### src/rtl/sh_mem_port_pkg.sv
// rtl/sh_mem_port_pkg.sv - shared sizes, request encodings and FSM states for sh_mem_port
package sh_mem_port_pkg;

  localparam int REG_SIZE  = 16;
  localparam int ADDR_SIZE = 10;

  localparam logic [1:0] MEM_REQ_NONE = 2'b00;
  localparam logic [1:0] MEM_REQ_RD   = 2'b01;
  localparam logic [1:0] MEM_REQ_WR   = 2'b10;

  localparam logic [1:0] SMP_IDLE  = 2'd0;
  localparam logic [1:0] SMP_ISSUE = 2'd1;
  localparam logic [1:0] SMP_WAIT  = 2'd2;
  localparam logic [1:0] SMP_GAP   = 2'd3;

  function automatic logic [1:0] mem_req_enc(input logic we);
    return we ? MEM_REQ_WR : MEM_REQ_RD;
  endfunction

endpackage

### src/rtl/sh_req_fifo.sv
// rtl/sh_req_fifo.sv - small synchronous request FIFO; push while full is taken only alongside a pop
module sh_req_fifo #(
  parameter int W     = 8,
  parameter int DEPTH = 2
) (
  input  logic         clk,
  input  logic         reset,
  input  logic         push,
  input  logic         pop,
  input  logic [W-1:0] din,
  output logic         full,
  output logic         empty,
  output logic [W-1:0] head
);

  localparam int PW = (DEPTH > 1) ? $clog2(DEPTH) : 1;
  localparam int CW = $clog2(DEPTH + 1);

  logic [W-1:0]  mem_q [DEPTH];
  logic [PW-1:0] wr_ptr_q, rd_ptr_q;
  logic [CW-1:0] count_q;
  logic          do_push, do_pop;

  assign empty   = (count_q == '0);
  assign full    = (count_q == CW'(DEPTH));
  assign do_pop  = pop && !empty;
  assign do_push = push && (!full || do_pop);
  assign head    = mem_q[rd_ptr_q];

  function automatic logic [PW-1:0] ptr_inc(input logic [PW-1:0] p);
    return (p == PW'(DEPTH - 1)) ? '0 : p + 1'b1;
  endfunction

  always_ff @(posedge clk) begin
    if (reset) begin
      wr_ptr_q <= '0;
      rd_ptr_q <= '0;
      count_q  <= '0;
    end else begin
      if (do_push) wr_ptr_q <= ptr_inc(wr_ptr_q);
      if (do_pop)  rd_ptr_q <= ptr_inc(rd_ptr_q);
      count_q <= count_q + CW'(do_push) - CW'(do_pop);
    end
  end

  // Storage needs no reset: count_q gates every read.
  always_ff @(posedge clk) begin
    if (do_push) mem_q[wr_ptr_q] <= din;
  end

endmodule

### src/rtl/sh_mem_port.sv
// rtl/sh_mem_port.sv - core-side shared-memory initiator: request queue, issue/wait/gap FSM, completion pulses
module sh_mem_port
  import sh_mem_port_pkg::*;
#(
  parameter int DATA_W = REG_SIZE,
  parameter int ADDR_W = ADDR_SIZE,
  parameter int QDEPTH = 2
) (
  input  logic              clk,
  input  logic              reset,
  input  logic              req_valid,
  output logic              req_ready,
  input  logic              req_we,
  input  logic [ADDR_W-1:0] req_addr,
  input  logic [DATA_W-1:0] req_wdata,
  output logic              rsp_valid,
  output logic [DATA_W-1:0] rsp_data,
  output logic              st_done,
  output logic [1:0]        mem_enable,
  output logic [ADDR_W-1:0] mem_addr,
  output logic [DATA_W-1:0] mem_wdata,
  input  logic              mem_ready,
  input  logic [DATA_W-1:0] mem_rdata,
  output logic              busy,
  output logic [7:0]        wait_cycles
);

  localparam int EW = 1 + ADDR_W + DATA_W;

  logic [1:0]        state_q, state_d;
  logic [1:0]        en_q, en_d;
  logic [ADDR_W-1:0] addr_q, addr_d;
  logic [DATA_W-1:0] wdata_q, wdata_d;
  logic              rsp_valid_q, rsp_valid_d;
  logic [DATA_W-1:0] rsp_data_q, rsp_data_d;
  logic              st_done_q, st_done_d;
  logic [7:0]        wait_q, wait_d;

  logic          push, pop, full, empty;
  logic [EW-1:0] push_data, head, nxt;

  assign push      = req_valid && !full;
  assign push_data = {req_we, req_addr, req_wdata};

  sh_req_fifo #(
    .W     (EW),
    .DEPTH (QDEPTH)
  ) u_fifo (
    .clk   (clk),
    .reset (reset),
    .push  (push),
    .pop   (pop),
    .din   (push_data),
    .full  (full),
    .empty (empty),
    .head  (head)
  );

  // In GAP a request pushed this same cycle into an empty queue is issued next.
  assign nxt = empty ? push_data : head;

  always_comb begin
    state_d     = state_q;
    en_d        = en_q;
    addr_d      = addr_q;
    wdata_d     = wdata_q;
    rsp_valid_d = 1'b0;
    st_done_d   = 1'b0;
    rsp_data_d  = rsp_data_q;
    wait_d      = wait_q;
    pop         = 1'b0;
    case (state_q)
      SMP_IDLE: begin
        if (!empty) begin
          state_d = SMP_ISSUE;
          en_d    = mem_req_enc(head[EW-1]);
          addr_d  = head[DATA_W +: ADDR_W];
          wdata_d = head[DATA_W-1:0];
        end
      end
      SMP_ISSUE: state_d = SMP_WAIT;
      SMP_WAIT: begin
        if (mem_ready) begin
          pop     = 1'b1;
          state_d = SMP_GAP;
          en_d    = MEM_REQ_NONE;
          addr_d  = '0;
          wdata_d = '0;
          if (head[EW-1]) begin
            st_done_d = 1'b1;
          end else begin
            rsp_valid_d = 1'b1;
            rsp_data_d  = mem_rdata;
          end
        end else if (wait_q != 8'hFF) begin
          wait_d = wait_q + 8'd1;
        end
      end
      SMP_GAP: begin
        if (!empty || push) begin
          state_d = SMP_ISSUE;
          en_d    = mem_req_enc(nxt[EW-1]);
          addr_d  = nxt[DATA_W +: ADDR_W];
          wdata_d = nxt[DATA_W-1:0];
        end else begin
          state_d = SMP_IDLE;
        end
      end
      default: begin
        state_d = SMP_IDLE;
        en_d    = MEM_REQ_NONE;
        addr_d  = '0;
        wdata_d = '0;
      end
    endcase
  end

  always_ff @(posedge clk) begin
    if (reset) begin
      state_q     <= SMP_IDLE;
      en_q        <= MEM_REQ_NONE;
      addr_q      <= '0;
      wdata_q     <= '0;
      rsp_valid_q <= 1'b0;
      rsp_data_q  <= '0;
      st_done_q   <= 1'b0;
      wait_q      <= '0;
    end else begin
      state_q     <= state_d;
      en_q        <= en_d;
      addr_q      <= addr_d;
      wdata_q     <= wdata_d;
      rsp_valid_q <= rsp_valid_d;
      rsp_data_q  <= rsp_data_d;
      st_done_q   <= st_done_d;
      wait_q      <= wait_d;
    end
  end

  assign req_ready   = !full;
  assign mem_enable  = en_q;
  assign mem_addr    = addr_q;
  assign mem_wdata   = wdata_q;
  assign rsp_valid   = rsp_valid_q;
  assign rsp_data    = rsp_data_q;
  assign st_done     = st_done_q;
  assign wait_cycles = wait_q;
  assign busy        = !empty || (state_q != SMP_IDLE);

endmodule

### config.mk
export PLATFORM = sky130hd
export DESIGN_NAME = sh_mem_port
export DESIGN_NICKNAME = d
export VERILOG_FILES = /design/src/rtl/sh_mem_port_pkg.sv /design/src/rtl/sh_req_fifo.sv /design/src/rtl/sh_mem_port.sv
export SDC_FILE = /design/constraint.sdc
export NUM_CORES = 1
export LEC_CHECK = 0
export CORE_MARGIN = 2
export CORE_UTILIZATION = 35
export CTS_BUF_LIST = sky130_fd_sc_hd__clkbuf_8 sky130_fd_sc_hd__clkbuf_16
export DETAILED_ROUTE_END_ITERATION = 6
export DONT_BUFFER_PORTS = 1
export PLACE_DENSITY = 0.51
export SLEW_MARGIN = 20
export SYNTH_ARGS = -nofsm -noshare
export SYNTH_HDL_FRONTEND = slang
export SYNTH_SLANG_ARGS = --single-unit
### constraint.sdc
create_clock -name clk -period 6.53 [get_ports clk]
set_input_delay 1.306 -clock clk [delete_from_list [all_inputs] [get_ports clk]]
set_output_delay 1.306 -clock clk [all_outputs]
set_load 0.005 [all_outputs]
# --- Word level (Yosys, flattened, before mapping) ---
# Memory sizes are Yosys's and may differ from the RTL's. A register that Yosys moved wholly into a read port is not among the register bits.
# Cells that the tools add are included.
op_classes:
  n_shift: 0
  eq_ne: 8
  n_reduce_logical: 17
  bitwise: 3
  n_div: 0
  mul: 0
  n_addsub: 5
  mux: 29
  n_lt_le_gt_ge: 0
ops:
  columns: ["cell", "n"]
  rows:
  - ["16-bit two-way mux", 3]
  - ["16-bit case mux with 3 select lines", 1]
  - ["10-bit two-way mux", 3]
  - ["10-bit case mux with 3 select lines", 1]
  - ["27-bit two-way mux", 1]
  - ["2-bit two-way mux", 7]
  - ["1-bit two-way mux", 11]
  - ["8-bit by 1-bit adder with 8-bit output, second input constant", 1]
  - ["8-bit != test, second input constant", 1]
  - ["2-bit case mux with 4 select lines", 1]
  - ["2-bit == test, second input constant", 3]
  - ["2-bit != test, second input constant", 3]
  - ["2-bit case mux with 3 select lines", 1]
  - ["3-bit AND reduction", 2]
  - ["2-bit zero test", 2]
  - ["4-bit AND reduction", 1]
  - ["1-bit logical AND", 3]
  - ["1-bit logical OR", 3]
  - ["1-bit NOT", 3]
  - ["3-bit nonzero test", 1]
  - ["3-bit OR reduction", 1]
  - ["1-bit adder, second input constant", 2]
  - ["2-bit by 1-bit adder with 2-bit output", 1]
  - ["2-bit by 1-bit == test with 1-bit output, second input constant", 1]
  - ["4 further kinds", 5]
word_totals:
  latch_bits: 0
  mem_bits_ro: 0
  in_bits: 47
  wordCells: 74
  memories: 1
  ram_bits: 54
  regBits: 60
mem_list:
  columns: ["memory", "depth", "word_bits", "rd", "rd_clocked_by_memory_dff", "write_ports", "line_no", "source"]
  rows:
  - ["u_fifo.mem_q", 2, 27, 1, 1, 1, "sh_req_fifo.sv:19", "logic [W-1:0] mem_q [DEPTH];"]

# --- Logic depth before layout (Yosys ltp) ---
depth:
  ltp_word: 7
  depth_mapped: 10
  depth_no_buf: 10

# --- Hierarchy ---
# Synthesis repeated with hierarchy kept, for this count alone.
unflattened:
  cells_unflattened: 441
  area_unflattened_um2: 4883.4
modules_own_cells:
  columns: ["module", "area_each_um2", "cells_per_inst", "seq_area_each_um2", "instances"]
  rows:
  - ["sh_mem_port", 2660.1, 325, 1121.1, 1]
  - ["sh_req_fifo", 2223.4, 116, 1721.7, 1]

# --- Least setup slack after synthesis ---
# OpenSTA, ideal clock, no wires.
synth_path:
  path_type: "input to register"
  start: "in req_valid"
  end: "mem u_fifo.mem_q[0][0] (netlist bit) (enable)"
  required_ps: 6119
  n_path_buf: 0
  arrival_time_ps: 2541
  slack_ps: 3578
  path_stages: 2
  cell_sequence: "nand2_1 -> nor2_1"
synth_between:
  elab_chain_cells: 4
synth_rtl:
  columns: ["element", "line_no", "source"]
  rows:
  - ["start: declaration", "sh_mem_port.sv:11", "input logic req_valid,"]
  - ["1-bit logical AND", "sh_mem_port.sv:42", "assign push = req_valid && !full;"]
  - ["1-bit logical AND", "sh_req_fifo.sv:27", "assign do_push = push && (!full || do_pop);"]
  - ["1-bit two-way mux", "sh_req_fifo.sv:48", "if (do_push) mem_q[wr_ptr_q] <= din;"]
  - ["1-bit two-way mux (not written as such)", "sh_req_fifo.sv:48", null]
  - ["end: declaration", "sh_req_fifo.sv:19", null]
# No other way between the ends.

# --- Final worst setup path ---
layout_path:
  start: "reg state_q[0]"
  end: "out busy"
layout_between:
  elab_chain_cells: 2
layout_rtl:
  columns: ["element", "line_no", "source"]
  rows:
  - ["start: declaration", "sh_mem_port.sv:30", "logic [1:0] state_q, state_d;"]
  - ["start signal: assignment", "sh_mem_port.sv:129", "state_q <= state_d;"]
  - ["2-bit nonzero test", "sh_mem_port.sv:148", "assign busy = !empty || (state_q != SMP_IDLE);"]
  - ["1-bit logical OR", "sh_mem_port.sv:148", null]
  - ["end: declaration", "sh_mem_port.sv:24", "output logic busy,"]
# No other way between the ends.

==> flow_metrics.tcl <==
set metrics [dict create \
    timing.fmax_mhz 386 \
    synthTopCellsByCount "61 x dfxtp_1, 54 x edfxtp_1, 43 x nor2_1" \
    worst_setup_path_end_kind "primary output" \
    crit_buf_inv 1 \
    syn_nets 434 \
    path_clk_slew_ns 0.05 \
    dp_worst_setup_slack_ns 3.71 \
    vias_per_cell 5.07 \
    initial_utilization_pct 35.8 \
    dieArea_mm2 0.0144 \
    status "finished clean" \
    met2_wirelength_mm 4.90 \
    synth_edf_count 54 \
    clock_tree.root_cell "clkbuf_16" \
    setup_ws_ns 3.94 \
    cts_hold_buf 0 \
    wire_per_inst_um 18.1 \
    synthCells 380 \
    drt-total-wl_mm 10.3 \
    ys_async_sr_fraction_pct 0 \
    highest_layer "met4" \
    antenna_found_initial 0 \
    powerDensity_mw_per_mm2 472 \
    drt-met1-wl_mm 4.51 \
    ys.flop_type "dfxtp_1" \
    nets 435 \
    finalSetupTns_ns 0 \
    p_leak_nw 1.88 \
    hold_viol 0 \
    cp.arrival_ns 1.29 \
    grt_overflow 0 \
    cts_buffers 17 \
    finalMaxSlewViolations 0 \
    path_class "reg2out" \
    ys_seq_area_share_pct 60.2 \
    path_max_fanout 6 \
    grt_first_pass_wirelength_mm 16.5 \
    yosysTopAreaCellShare_pct 34.4 \
    vias 2889 \
    ant_nets 0 \
    fp.dieW_um 120 \
    max_cap_violations 0 \
    core_region_area_mm2 0.0132 \
    rsz0062_at_grt "false" \
    clockBufferDepth 2 \
    setup_violations 0 \
    die_y_um 120 \
    worstPathRequired_ns 5.22 \
    tightestPinTransition_ns 1.09 \
    drt-pass1-iter-count 4 \
    cts_tree "built" \
    syn_area_per_cell_um2 12.4 \
    drc 0 \
    synth_area_leaders "edfxtp_1 34%, dfxtp_1 26%, mux2_2 6.4%, a221oi_2 6.4%, nor2_1 3.4%" \
    slew_headroom_pct 27.4 \
    rows 42 \
    cts_resized 0 \
    postCtsSetupBuffers 0 \
    skew_ns 0.00448 \
    grt_pass1_vias 3072 \
    drt_iter0_drc 231 \
    yosysTopAreaCell "edfxtp_1" \
    yosys_warnings 0 \
    wl_met3_um 860 \
    ys_seq_elements 115 \
    area_growth_pct 15.2 \
    finalCriticalPeriod_ns 2.59 \
    path_delay_family "flip-flops" \
    htree_levels 4 \
    hpwl_mm 6.10 \
    clkSinkCount 115 \
    clk-insertion-delay-late_ns 0.40 \
    drive_above_1_share_pct 24.6 \
    start_kind "flop" \
    ir_worst_vdd_mv 0.258 \
    grt_util_all_layers_pct 15.2 \
    hold_class "reg2reg" \
    portBuffers 0 \
    syn-cell-area_mm2 0.00472 \
    grt_max_degree 62 \
    cp_slowest_cell "dfxtp_1" \
    ys_types 41 \
    fin_crit_sh_pct 39.7 \
    synth.most_common_cell "dfxtp_1" \
    max_stage_delay_ns 0.32 \
    path_cells "inv_1, ha_1, nand2_1" \
    num_io_pins 103 \
    diodes 0 \
    place.gp.congestion 0.698 \
]
## final cells by class
class	instances	area [µm²]
repair buffers	5	37.5
well taps	176	220
clock buffers	17	425
inverters	7	26.3
flip-flops and latches	115	2840
fillers	1248	7750
multi-input cells	235	1740
clock inverters	15	149
## layer usage
layer,vias up,global-route usage [%]
met4,0,5.74
li1,1401,-
met2,91,24.4
met1,1395,18.0
met3,2,6.70
met5,-,0
## metrics by stage
stage               area, µm²  utilization [%]  power (mW)  hold slack (ns)  cells
finish                   5440             41.2        2.57            0.469    570
global route             5440             41.2        2.73            0.498    570
CTS                      5440             41.2        2.61            0.471    570
detailed placement       4860             36.9        1.69            0.463    538
global placement         4860             36.9        1.68            0.460    538
floorplan                4720                -        1.57            0.453    380
## path summary, 6_finish.rpt
| path | depth (start not counted) | startpoint | endpoint | slack [ns] |
|---|---|---|---|---|
| setup reg to reg | 6 | state_q[1] | mem_wdata[10] | 4.09 |
| hold / removal | 2 | rsp_data[10] | rsp_data[10] | 0.47 |
| setup / recovery | 3 | state_q[0] | busy | 3.94 |
| hold reg to reg | 2 | rsp_data[10] | rsp_data[10] | 0.47 |
## worst reg2reg max path, delay by kind of cell, from the launching register on
| family | cells | cell delay, ns |
|---|---|---|
| compound gates | 2 | 1.07 |
| fa+ha+maj | 1 | 0.27 |
| buf+inv | 1 | 0.29 |
| flops | 1 | 0.35 |
| simple gates | 2 | 0.39 |
## kinds of logic after synthesis
logic type	synth area share, %
xor gates and xnor gates	1.67
muxes	7.29
AOI/OAI and AO/OA	12.2
and+or+nand+nor	13.3
buffers and inverters	3.39
adders and majority gates	1.86
DFF	60.2
## state kept, by name, indices dropped and copies added, names as in the netlist, named ones only
register	count
mem_addr	10
mem_wdata	16
u_fifo.count_q	2
u_fifo.rd_ptr_q	1
u_fifo.wr_ptr_q	1
rsp_data	16
wait_cycles	8
st_done	1
mem_enable	2
rsp_valid	1
state_q	2
u_fifo.mem_q	54
## where the power goes
group / switching [mW] / total (mW) / internal [mW]
Combinational: 0.428 / 0.684 / 0.256
Sequential: 0.0819 / 0.978 / 0.896
Clock: 0.319 / 0.907 / 0.588
## layout by cell type (no fill, tap or decap), types with 2 or more instances in the layout
cell type / instances
o31ai_1: 2
nand3_1: 4
buf_4: 5
and3_1: 2
inv_1: 9
xnor2_1: 4
nand2_1: 37
a221oi_2: 20
xor2_1: 5
bufinv_16: 3
o211ai_1: 2
nor3_2: 9
clkbuf_16: 17
mux2i_1: 4
mux2_2: 27
nor2_1: 42
nor3_1: 21
ha_1: 7
nor2b_1: 2
edfxtp_1: 54
nand4_1: 2
o21ai_0: 2
a221oi_1: 8
dfxtp_1: 61
clkinv_2: 8
a21oi_1: 19
(Power assumes the default switching activity.)
